`src/rtl/wb_reg_file.sv`:
```
// ---------------------------------------------------------------------------
// WbRegFile (module wb_reg_file)
// Write-back stage register file: one synchronous write port fed by the
// write-back source mux, two combinational operand read ports for decode/ALU.
// The storage array has no reset; a sequential clear engine sweeps it to zero
// one entry per clock after reset release or when clr_req is seen in IDLE.
//
// Ports:
//   clk      rising-edge clock
//   rst_n    asynchronous active-low reset (restarts the clear sweep)
//   wb_en    write request, sampled at posedge clk
//   wb_addr  write address
//   wb_data  write data from the write-back mux
//   rs_addr  read port A address
//   rt_addr  read port B address
//   rs_data  read port A data (combinational)
//   rt_data  read port B data (combinational)
//   clr_req  start a clear sweep (only honoured in IDLE)
//   busy     high while a clear sweep is running
//   wb_drop  registered one-cycle pulse: previous cycle's write was discarded
// ---------------------------------------------------------------------------
module wb_reg_file #(
  parameter int DATA_W   = 16,
  parameter int ADDR_W   = 3,
  parameter int ZERO_REG = 1,
  parameter int BYPASS   = 1
) (
  input  logic              clk,
  input  logic              rst_n,
  input  logic              wb_en,
  input  logic [ADDR_W-1:0] wb_addr,
  input  logic [DATA_W-1:0] wb_data,
  input  logic [ADDR_W-1:0] rs_addr,
  input  logic [ADDR_W-1:0] rt_addr,
  output logic [DATA_W-1:0] rs_data,
  output logic [DATA_W-1:0] rt_data,
  input  logic              clr_req,
  output logic              busy,
  output logic              wb_drop
);

  localparam int DEPTH = 2 ** ADDR_W;
  localparam logic [ADDR_W-1:0] LAST_IDX = ADDR_W'(DEPTH - 1);

  typedef enum logic {
    CLEAR,
    IDLE
  } sweepState_t;

  sweepState_t       state;
  logic [ADDR_W-1:0] clrIdx;
  logic [DATA_W-1:0] mem [DEPTH];

  logic idleWrite;
  logic writeToZero;
  logic commitWrite;
  logic bypassRs;
  logic bypassRt;

  // A write only lands when the engine is idle and no clear is being started
  // in the same cycle; writes aimed at a hard-wired R0 vanish silently.
  assign idleWrite   = (state == IDLE) && wb_en && !clr_req;
  assign writeToZero = (ZERO_REG != 0) && (wb_addr == '0);
  assign commitWrite = idleWrite && !writeToZero;

  // Forwarding only applies to writes that will actually commit, so a
  // discarded write can never leak its data onto a read port.
  assign bypassRs = (BYPASS != 0) && commitWrite && (wb_addr == rs_addr);
  assign bypassRt = (BYPASS != 0) && commitWrite && (wb_addr == rt_addr);

  // Clear engine: CLEAR walks clrIdx from 0 to the last entry and then drops
  // into IDLE. clrIdx holds at the last index instead of wrapping. wb_drop
  // flags any write request that arrived while sweeping or that collided
  // with a clear request.
  always_ff @(posedge clk or negedge rst_n) begin
    if (!rst_n) begin
      state   <= CLEAR;
      clrIdx  <= '0;
      busy    <= 1'b1;
      wb_drop <= 1'b0;
    end else begin
      case (state)
        CLEAR: begin
          wb_drop <= wb_en;
          if (clrIdx == LAST_IDX) begin
            state <= IDLE;
            busy  <= 1'b0;
          end else begin
            clrIdx <= clrIdx + 1'b1;
          end
        end
        IDLE: begin
          wb_drop <= wb_en && clr_req;
          if (clr_req) begin
            state  <= CLEAR;
            clrIdx <= '0;
            busy   <= 1'b1;
          end
        end
        default: begin
          state   <= CLEAR;
          clrIdx  <= '0;
          busy    <= 1'b1;
          wb_drop <= 1'b0;
        end
      endcase
    end
  end

  // Storage array, deliberately without reset: the sweep zeroes one entry
  // per clock, otherwise the single write port updates one entry.
  always_ff @(posedge clk) begin
    if (state == CLEAR) begin
      mem[clrIdx] <= '0;
    end else if (commitWrite) begin
      mem[wb_addr] <= wb_data;
    end
  end

  // Read ports: forced to zero during a sweep (array contents are in flux),
  // R0 reads as zero when hard-wired, otherwise forwarded or stored data.
  always_comb begin
    rs_data = '0;
    rt_data = '0;
    if (state == IDLE) begin
      if ((ZERO_REG != 0) && (rs_addr == '0)) begin
        rs_data = '0;
      end else if (bypassRs) begin
        rs_data = wb_data;
      end else begin
        rs_data = mem[rs_addr];
      end
      if ((ZERO_REG != 0) && (rt_addr == '0)) begin
        rt_data = '0;
      end else if (bypassRt) begin
        rt_data = wb_data;
      end else begin
        rt_data = mem[rt_addr];
      end
    end
  end

endmodule

```
`config.mk`:
```
export PLATFORM = sky130hd
export DESIGN_NAME = wb_reg_file
export DESIGN_NICKNAME = d
export VERILOG_FILES = /design/src/rtl/wb_reg_file.sv
export SDC_FILE = /design/constraint.sdc
export NUM_CORES = 1
export LEC_CHECK = 0
export CORE_ASPECT_RATIO = 1.25
export CORE_MARGIN = 8
export CORE_UTILIZATION = 56
export CTS_CLUSTER_SIZE = 16
export DETAILED_ROUTE_END_ITERATION = 7
export DONT_BUFFER_PORTS = 1
export GPL_ROUTABILITY_DRIVEN = 0
export PLACE_DENSITY = 0.74
export SETUP_SLACK_MARGIN = 0.1
export SYNTH_ARGS = -nofsm -noshare
export SYNTH_HDL_FRONTEND = slang
export SYNTH_SLANG_ARGS = --single-unit
```
`constraint.sdc`:
```
create_clock -name clk -period 2.17 [get_ports clk]
set_input_delay 0.3255 -clock clk [delete_from_list [all_inputs] [get_ports clk]]
set_output_delay 0.3255 -clock clk [all_outputs]
set_load 0.01 [all_outputs]
```
==> impl_metrics.csv <==
group,metric,value,unit
outcome,status,"completed",
finish,mostFrequentLayoutCells,"edfxtp_1 (128), mux4_2 (64), mux2i_1 (32), a21oi_2 (28)",
detailed_routing,via_per_inst,7.04,
sta,max_freq,478,MHz
synthesis,synth_flop_cell,"edfxtp_1",
die,die_area,16200,sq um
pwr,total_power,9.82,mW
synthesis,synth.area.top_cells,"edfxtp_1 (56%), mux4_2 (21%), mux2i_1 (4.9%), o31ai_1 (3.5%), a21oi_1 (2.4%)",
pwr,peakVddDrop,0.000751,V
finish,antenna_cells,0,
clocking,clock_latency,0.41,ns
synthesis,netlist_area,6910,sq um
pwr,p_leak,2.67,nW
finish,synthToLayoutAreaGrowth,16.4,%
critical_path,worst-setup-path-type,"reg -> reg",
place,dp_hpwl,10700,um
synthesis,syn_nets,429,
synthesis,ys_ff_latch,134,
synthesis,async_flop_share,4.48,%
detailed_routing,routed_wl,18000,um
critical_path,endpoint_kind,"flip-flop",
synthesis,synth_top_area_share,55.6,%
synthesis,synthCells,398,
die,coreArea,12100,sq um
die,core.rowCount,45,
sta,fin_crit_sh,96.4,%
die,die_x,115,um
grt,grt_pass1_wl,27200,um
sta,skew,0.00672,ns
sta,rsz0062_at_grt,"true",
grt,grt_pass1_vias,4443,
finish,nFillCells,792,
sta,drv_slew,0,
die,initial_core_util,57.1,%
detailed_routing,first_pass_iters,5,
grt,grt_usage,23.4,%
place,post-place-cells,549,
grt,gr-total-overflow,0,
critical_path,cp-start-kind,"flip-flop",
clocking,clock-root-buffer,"clkbuf_16",
synthesis,yosysTopAreaCell,"edfxtp_1",
sta,max_slew.worst_pin.slew,0.703,ns
die,die_y,140,um
clocking,clock-sinks,134,
finish,fin_nets,439,
job,max-cap-violations,0,
worst_hold_path,hp-class,"in -> reg",
detailed_routing,vias,4117,
synthesis,syn_avg_cell_area,17.4,sq um
clocking,h-tree-depth,4,
detailed_routing,drtIter0Drc,374,
sta,min_period,2.09,ns
clocking,cts_tree,"built",
critical_path,worstPathArrival,2.21,ns
critical_path,cp.required,2.29,ns
finish,fin_area,8050,sq um
detailed_routing,ant_nets,0,
synthesis,synth-edff-count,128,
die,io_pins,63,
detailed_routing,drc,0,
clocking,clk_path_buf_depth,2,
grt,grt_max_degree,35,
sta,slew-limit-headroom,53.0,%
synthesis,seq_area_frac_synth,57.8,%
synthesis,ys_types,35,
grt,antenna_found_initial,0,
clocking,path_clk_slew,0.06,ns
sta,hold_violations,0,
sta,finalSetupViolCount,0,
place,placed_area,7100,sq um
synthesis,yosys_warnings,0,
sta,tns,0,ns
pwr,power.density,1220,nW/um^2
clocking,cts_buffers,17,
finish,layout.cells.non_filler,585,
finish,mostFrequentLayoutCell,"edfxtp_1",
critical_path,critPathMaxFanout,12,
finish,drive_gt1_share,43.2,%
detailed_routing,wl_per_cell,30.8,um
place,port_buffers,0,
final timing paths:
path,startpoint,end,slack (ns),cells after the start
min in group asynchronous,rst_n,state$_DFF_PN0_,0.21,1
min,wb_en,wb_drop$_DFF_PN0_,0.05,1
max reg2reg,state$_DFF_PN0_,mem[6][2]$_DFFE_PP_,0.08,5
min reg2reg,busy$_DFFE_PN1P_,busy$_DFFE_PN1P_,0.54,2
max,state$_DFF_PN0_,mem[6][2]$_DFFE_PP_,0.08,5
max in group asynchronous,rst_n,busy$_DFFE_PN1P_,1.69,1
metrics by stage:
step / setup slack (ns) / util (%) / hold slack (ns)
finish: 0.0784 / 66.5 / 0.0497
global route: 0.0183 / 66.5 / 0.0468
CTS: 0.0793 / 66.0 / 0.0346
detailed placement: -0.0809 / 58.7 / 0.0302
global placement: -0.0209 / 58.7 / 0.0301
floorplan: 0.0910 / - / 0.0299
critical path, stage by stage, from the launching register on:
cell	delay, ns
dfrtp_1	0.37
and3b_2	0.23
o31ai_4	0.12
a22oi_1	0.21
nor2_1	0.60
buf_12	0.25
final cells by class:
cell class / count / area, sq um / share of cell area, %
Clock buffer: 17 / 425 / 5.28
Sequential cell: 134 / 4000 / 49.6
Tap cell: 164 / 205 / 2.55
Clock inverter: 15 / 209 / 2.60
Multi-Input combinational cell: 225 / 2930 / 36.4
Timing Repair Buffer: 26 / 268 / 3.33
Inverter: 4 / 15.0 / 0.187
metal layers:
layer	wire, um	vias to the layer above	share of wire (%)	global-route usage, %
met2	9470	240	53	38.5
met1	6420	2154	36	28.3
met4	384	0	2.1	8.95
li1	-	1689	-	-
met5	0	-	0	0
met3	1730	34	9.6	6.92
cells by family after synthesis:
group,after synthesis,share of synthesized area [%]
xor+xnor,6,1.19
fa+ha+maj,2,0.362
compound gates,80,7.78
buf+inv,41,3.98
flops,134,57.8
simple gates,37,3.13
mux,98,25.8
power by group:
part	internal, mW	leakage (nW)	switching, mW
combinational	1.20	1.04	1.57
sequential	3.66	1.32	0.321
clock	2.02	0.307	1.05
state kept, by name, summed over array words and instances, names as in the netlist:
register,count
mem,128
clrIdx,3
busy,1
state,1
wb_drop,1
synthesized netlist by cell type (all sizes together), types with 2 or more instances:
cell and n:
a22o 2, nand3 2, buf 31, mux2i 34, o31ai 33, o31a 3, inv 4, a32oi 3
edfxtp 128, nor2 9, o21ai 2, ha 2, and2 18, xnor2 6, clkbuf 6, mux4 64
dfrtp 5, or2 2, a21oi 33
repair_timing:
item	in CTS	in global routing
cloned	2	0
hold buffers	1	0
setup endpoints to repair	69	63
pin swaps	3	0
setup buffers	1	0
gates resized for setup	56	11
hold endpoints to repair	6	0
(Power assumes the default switching activity.)
